[src/rtl/rf_writeback_queue.sv]
// In-order writeback FIFO feeding the integer regfile write port, with a pending-destination mask.
// Optional operand bypass from queued entries is enabled by defining WB_FORWARD_EN.
module rf_writeback_queue #(
    parameter int DEPTH = 4,
    parameter int XLEN  = 64
) (
    input  logic            clk,
    input  logic            rst_n,
    input  logic            flush,
    input  logic            mem_valid,
    input  logic [4:0]      mem_rd,
    input  logic [XLEN-1:0] mem_data,
    output logic            mem_ready,
    input  logic            alu_valid,
    input  logic [4:0]      alu_rd,
    input  logic [XLEN-1:0] alu_data,
    output logic            alu_ready,
    output logic            rf_write,
    output logic [4:0]      rf_wr_addr,
    output logic [XLEN-1:0] rf_wr_data,
    output logic [31:0]     pend_mask,
    output logic            empty,
    output logic            full
`ifdef WB_FORWARD_EN
    ,
    input  logic [4:0]      fwd_rs1,
    input  logic [4:0]      fwd_rs2,
    output logic            fwd_hit1,
    output logic            fwd_hit2,
    output logic [XLEN-1:0] fwd_data1,
    output logic [XLEN-1:0] fwd_data2
`endif
);

    localparam int PW = (DEPTH > 1) ? $clog2(DEPTH) : 1;
    localparam int CW = PW + 1;
    localparam logic [CW-1:0] DEPTH_C = CW'(DEPTH);

    logic [PW-1:0]   wr_ptr_q, wr_ptr_d;
    logic [PW-1:0]   rd_ptr_q, rd_ptr_d;
    logic [CW-1:0]   count_q, count_d;
    logic [DEPTH-1:0] vld_q, vld_d;
    logic [4:0]      rd_q   [DEPTH];
    logic [XLEN-1:0] data_q [DEPTH];

    logic [CW-1:0]   free;
    logic            mem_push, alu_push, pop;
    logic [PW-1:0]   alu_slot;

    assign free  = DEPTH_C - count_q;
    assign empty = (count_q == '0);
    assign full  = (count_q == DEPTH_C);

    // Readiness uses only the registered count; rst_n gating keeps both low while in reset.
    assign mem_ready = rst_n && !flush && (free >= CW'(1));
    assign alu_ready = rst_n && !flush &&
                       ((free >= CW'(2)) || ((free == CW'(1)) && !mem_valid));

    // Results targeting x0 complete their handshake but never occupy a slot.
    assign mem_push = mem_valid && mem_ready && (mem_rd != 5'd0);
    assign alu_push = alu_valid && alu_ready && (alu_rd != 5'd0);
    assign pop      = !empty;
    assign alu_slot = wr_ptr_q + PW'(mem_push);

    assign rf_write   = !empty;
    assign rf_wr_addr = empty ? 5'd0 : rd_q[rd_ptr_q];
    assign rf_wr_data = empty ? '0 : data_q[rd_ptr_q];

    always_comb begin
        wr_ptr_d = wr_ptr_q;
        rd_ptr_d = rd_ptr_q;
        count_d  = count_q;
        vld_d    = vld_q;
        if (flush) begin
            wr_ptr_d = '0;
            rd_ptr_d = '0;
            count_d  = '0;
            vld_d    = '0;
        end else begin
            if (pop) begin
                vld_d[rd_ptr_q] = 1'b0;
                rd_ptr_d        = rd_ptr_q + 1'b1;
            end
            if (mem_push) vld_d[wr_ptr_q] = 1'b1;
            if (alu_push) vld_d[alu_slot] = 1'b1;
            wr_ptr_d = wr_ptr_q + PW'(mem_push) + PW'(alu_push);
            count_d  = count_q - CW'(pop) + CW'(mem_push) + CW'(alu_push);
        end
    end

    always_ff @(posedge clk or negedge rst_n) begin
        if (!rst_n) begin
            wr_ptr_q <= '0;
            rd_ptr_q <= '0;
            count_q  <= '0;
            vld_q    <= '0;
        end else begin
            wr_ptr_q <= wr_ptr_d;
            rd_ptr_q <= rd_ptr_d;
            count_q  <= count_d;
            vld_q    <= vld_d;
        end
    end

    // Payload storage is qualified by vld_q, so it needs no reset.
    always_ff @(posedge clk) begin
        if (mem_push) begin
            rd_q[wr_ptr_q]   <= mem_rd;
            data_q[wr_ptr_q] <= mem_data;
        end
        if (alu_push) begin
            rd_q[alu_slot]   <= alu_rd;
            data_q[alu_slot] <= alu_data;
        end
    end

    always_comb begin
        pend_mask = '0;
        for (int i = 0; i < DEPTH; i++) begin
            if (vld_q[i]) pend_mask[rd_q[i]] = 1'b1;
        end
    end

`ifdef WB_FORWARD_EN
    logic [PW-1:0] fidx;

    // Walk from head to tail so the youngest matching entry wins.
    always_comb begin
        fwd_hit1  = 1'b0;
        fwd_hit2  = 1'b0;
        fwd_data1 = '0;
        fwd_data2 = '0;
        fidx      = '0;
        for (int k = 0; k < DEPTH; k++) begin
            fidx = rd_ptr_q + PW'(k);
            if (vld_q[fidx] && (fwd_rs1 != 5'd0) && (rd_q[fidx] == fwd_rs1)) begin
                fwd_hit1  = 1'b1;
                fwd_data1 = data_q[fidx];
            end
            if (vld_q[fidx] && (fwd_rs2 != 5'd0) && (rd_q[fidx] == fwd_rs2)) begin
                fwd_hit2  = 1'b1;
                fwd_data2 = data_q[fidx];
            end
        end
    end
`endif

endmodule
[config.mk]
export PLATFORM = sky130hd
export DESIGN_NAME = rf_writeback_queue
export DESIGN_NICKNAME = d
export VERILOG_FILES = /design/src/rtl/rf_writeback_queue.sv
export SDC_FILE = /design/constraint.sdc
export NUM_CORES = 1
export LEC_CHECK = 0
export ABC_AREA = 1
export BUFFER_PORTS_ARGS = -buffer_cell sky130_fd_sc_hd__buf_2
export CORE_UTILIZATION = 55
export CTS_CLUSTER_DIAMETER = 30
export DETAILED_ROUTE_END_ITERATION = 6
export GPL_ROUTABILITY_DRIVEN = 0
export PLACE_DENSITY = 0.78
export SYNTH_ARGS = -nofsm -noshare
export SYNTH_HDL_FRONTEND = slang
export SYNTH_SLANG_ARGS = --single-unit
[constraint.sdc]
create_clock -name clk -period 4.6 [get_ports clk]
set_input_delay 0.46 -clock clk [delete_from_list [all_inputs] [get_ports clk]]
set_output_delay 0.46 -clock clk [all_outputs]
set_load 0.005 [all_outputs]
Yosys cells after proc, flatten, opt, wreduce, memory -nomap -nowiden
Memories as Yosys holds them, arrays and structs flattened.
Index checks and enable logic that the tools add are counted.
- add/subtract/negate cells: 7
- magnitude comparators: 16
- eq/ne operators: 3
- muxes and demuxes: 34
- bitwise gates (word level): 7
- reductions and logical operators: 22
- operators by type and width (cell ; count):
    two-way mux 32 bit ; 4
    OR 32 bit ; 3
    two-way mux 64 bit ; 1
    < comparator 5 x 6 -> 1 bit, second input constant ; 4
    two-way mux 4 bit ; 6
    demux 1 bit (select 5 bit) ; 4
    >= comparator 5 x 1 -> 1 bit, second input constant ; 4
    logical AND 1 bit ; 15
    two-way mux 1 bit ; 11
    nonzero test 5 bit ; 2
    < comparator 2 x 3 -> 1 bit, second input constant ; 3
    OR 4 bit ; 2
    adder 3 x 1 -> 3 bit ; 2
    demux 1 bit (select 2 bit) ; 3
    >= comparator 2 x 1 -> 1 bit, second input constant ; 3
    two-way mux 2 bit ; 3
    two-way mux 5 bit ; 1
    adder 2 x 1 -> 2 bit ; 2
    bitwise AND 4 bit ; 1
    NOT 4 bit ; 1
    equality test 3 x 1 -> 1 bit, second input constant ; 1
    equality test 3 bit, second input constant ; 1
    >= comparator 3 x 1 -> 1 bit, second input constant ; 1
    >= comparator 3 x 2 -> 1 bit, second input constant ; 1
    8 further kinds ; 10
- flip-flop bits (word level): 11
- memory bits (writable): 276
- input bits: 143
- output and inout bits: 106
- memories: 2
- memories (memory ; depth ; width ; rd ports ; clocked after Yosys merged registers in ; wr ports ; RTL line ; RTL):
    data_q ; 4 ; 64 ; 1 ; 0 ; 2 ; 44 ; logic [XLEN-1:0] data_q [DEPTH];
    rd_q ; 4 ; 5 ; 5 ; 0 ; 2 ; 43 ; logic [4:0] rd_q [DEPTH];

Depth between registers and ports, before layout
- word-level depth: 14
- depth in mapped cells: 17

Worst setup path after synthesis
No wires, ideal clock.
- path type: register to register
- from: register count_q[0]
- to: memory data_q[2][0] (enable)
- library setup time: 722 ps
- arrival time: 3436 ps
- setup slack: 441 ps
- stages on the path, launching flop included: 15
- buffers on the path: 1
- cell sequence: dfrtp_1 inv_1 ha_1 ha_1 inv_1 nor2_1 nand2_1 nand2_1 nor2_1 ha_1 xnor2_1 nor2_2 nand3_4 clkbuf_1 nand2_1
- RTL lines (element ; RTL line ; RTL):
    start, declared ; 41 ; logic [CW-1:0] count_q, count_d;
    start signal, assigned ; 100 ; count_q <= count_d;
    end, declared ; 44 ;

==> impl_results.md <==
- Postcts setup bufs: 0
- Vias/cell: 5.79
- Ys flop type: edfxtp_1
- Final min period: about 3800 ps
- Period Utilization, post-route: 82.6%
- Detailed Route Iter0 Violations: 1541
- Share of cells above drive strength 1: 23.8%
- # hold bufs at CTS: 1
- Switching power: about 3.6 mW
- Clk root buf: clkbuf_16
- Core area: 0.0288 mm²
- Largest net degree at the start of global routing: 140
- Detailed Place HPWL: 26000 µm
- Sequential Power Share: 31.2%
- Seq/Total Area, Yosys: around 53%
- Crit path buffers/inverters: 3
- Die X: 173 µm
- CP top delay family: simple AND/OR/NAND/NOR gates
- Synth Cell Area: 0.0161 mm²
- Layout area overhead: 18.7%
- Io pins: 249
- FF-to-FF Start: count_q[0]
- Drt pass-1 iters: 6
- Slew margin rel.: around 28%
- Hold EP: count_q[0]
- H-tree levels: 2
- CP required: 4760 ps
- Clock share of power: 37.5%
- Final hold vios: 0
- Final setup viols: 0
- Core Util, Final: between 60% and 70%
- Worst setup SP type: flip-flop
- Post-layout nets: about 2200
- WS Path Type: reg -> reg
- Setup TNS: 0 ps
- Clk buf depth: 3
- Clk slew on worst S/H paths: 50 ps
- FF+latch count, synth: 287
- # resized after CTS: 0
- Clk_lat worst skew: 540 ps
- Worst slew pin tran: 1080 ps
- Post-synth ARST share: 3.83%
- Worst Setup End Kind: flip-flop
- Netlist cell types: 32
- DRT antenna net count: 0
- Yosys warns: 0
- PortBufs: 248
- Clock sinks: between 200 and 300
- Pwr dens: 552 mW/mm²
- Combinational Power Share: 31.3%
- Max incr delay on CP: 530 ps
- Die Y: around 170 µm
- Peak supply drop: 0.000482 V
- Internal power: about 7 mW
- Switching fraction of total power: 34.0%
- RSZ-0062 raised after global routing: no
- GRT Total Usage: 28.9%
- Worst R2R Path Depth: 14
- Hold Crit Class: in -> reg
- First-pass GRT wire length: 69200 µm
- Routed via count: around 14000
- CP Cell Sequence: inv_1, ha_1, ha_2, inv_1, nor2_1, nand2_1, nand2_1, nor2_1, ha_1, xnor2_1, nor2_2, nand3_4, nand2_4, buf_4
- Final worst slack: 802 ps
- Placement Setup Slack: 834 ps
- Grt ovf: 0
- Slowest CP cell: nand3_4
- Max Clk Rate: between 0.2 and 0.3 GHz
- EDFF count, synth: 276
- Number of placement rows: 62
- Starting density of the core: 56.1%
- Most frequent cells in the layout: 299 x nor2_1, 299 x nand2_1, 276 x edfxtp_1
- CTS tree: yes
- DRC viols: 0
- Worst Hold Launch: flush
- Fillcell total: 2237
- Max Slew Vio Count: 0
- Vias in the first global route: 13518
- CTS buffer count: 52
- Die ar.: about 0.03 mm²
- Wire length per cell: 18.1 µm
- Syn Area/Cell: 9.04 µm²
- R2R Setup Slk: 800 ps
- Critical path arrival: ~4000 ps
- Final Power: 10.6 mW
- Syn_nets: between 1500 and 2000
- Max FO, Critical Path: 55
- Status: finished, final reports clean
- Drt total wl: ~44000 µm
- Worst Skew: 10.1 ps
- Antenna violations before repair: 3
- Hold path cells: 2
- MaxCap Viol Count: 0
- Post-Syn Instances: 1785
- RR Endpoint: data_q[3][37]
- Leak: 8.26 nW
power groups by stage:
stage / combinational, mW / clock, mW / sequential, mW
6_report: 3.31 / 3.96 / 3.30
5_1_grt: 3.66 / 4.09 / 3.32
4_1_cts: 3.30 / 3.98 / 3.29
3_5_place_dp: 3.26 / 0 / 3.34
3_3_place_gp: 3.20 / 0 / 3.33
2_1_floorplan: 2.08 / 0 / 3.27
worst reg2reg max path, stage by stage (launching register included):
cell and delay [ps]:
dfrtp_1 420, inv_1 90, ha_1 240, ha_2 280, inv_1 60, nor2_1 40, nand2_1 50, nand2_1 60
nor2_1 280, ha_1 310, xnor2_1 140, nor2_2 140, nand3_4 530, nand2_4 220, buf_4 530
per-layer routing:
layer	track usage, %	up-vias	wire (µm)
li1	-	6599	-
met1	36.0	6558	17100
met2	50.2	714	21600
met3	4.52	136	3850
met4	12.1	2	1280
met5	0	-	13
area by class of cell:
cell class / count / area [µm²] / share of cell area, %
multi-input combinational: 1251 / 6310 / 33.0
sequential: 287 / 8570 / 44.7
clock inverter: 40 / 494 / 2.58
inverter: 133 / 503 / 2.63
tap: 384 / 480 / 2.51
clock buffer: 54 / 1330 / 6.94
timing repair buffer: 268 / 1460 / 7.60
antenna: 4 / 10.0 / 0.0523
logic make-up after synthesis:
kind of cell	Yosys count	share of synthesized area, %
xor gates and xnor gates	4	0.264
and+or+nand+nor	672	16.8
adders and majority gates	14	1.18
buffers and inverters	247	8.00
AOI/OAI and AO/OA	561	20.7
DFF	287	53.1
worst max-delay path by stage:
stage	end	start	cells after the start	slack [ps]
after global placement	data_q[3][39]	count_q[1]	14	980
final	data_q[3][37]	count_q[0]	14	800
after CTS	data_q[3][37]	count_q[0]	14	800
after global routing	data_q[3][37]	count_q[0]	14	540
after detailed placement	data_q[3][36]	count_q[0]	14	830
after floorplan	data_q[2][0]	count_q[0]	14	440
registers in the layout, summed over array words and instances (netlist names):
name	cells
vld_q	4
rd_ptr_q	2
data_q	256
rd_q	20
count_q	3
wr_ptr_q	2
through the flow:
| step | area, µm² | hold WS [ps] | cells |
|---|---|---|---|
| finish | 19200 | 148 | 2421 |
| global route | 19100 | 142 | 2418 |
| CTS | 19100 | 132 | 2417 |
| detailed placement | 17300 | 372 | 2322 |
| global placement | 17300 | 361 | 2322 |
| floorplan | 16100 | 164 | 1785 |
Yosys cell counts (6+ instances only):
cell type,n,area (µm²)
nand3_1,52,260
nor2_2,6,37.5
dfrtp_1,11,275
o221ai_1,31,272
o21ai_1,66,330
buf_1,6,22.5
inv_1,129,484
clkbuf_1,44,165
nand2_1,303,1140
a21oi_1,107,536
buf_6,45,507
o21ai_0,245,1230
edfxtp_1,276,8290
nor2_1,299,1120
o21ai_2,107,937
buf_2,16,80.1
ha_1,12,150
Note: power is estimated with default switching activity, not from simulation.
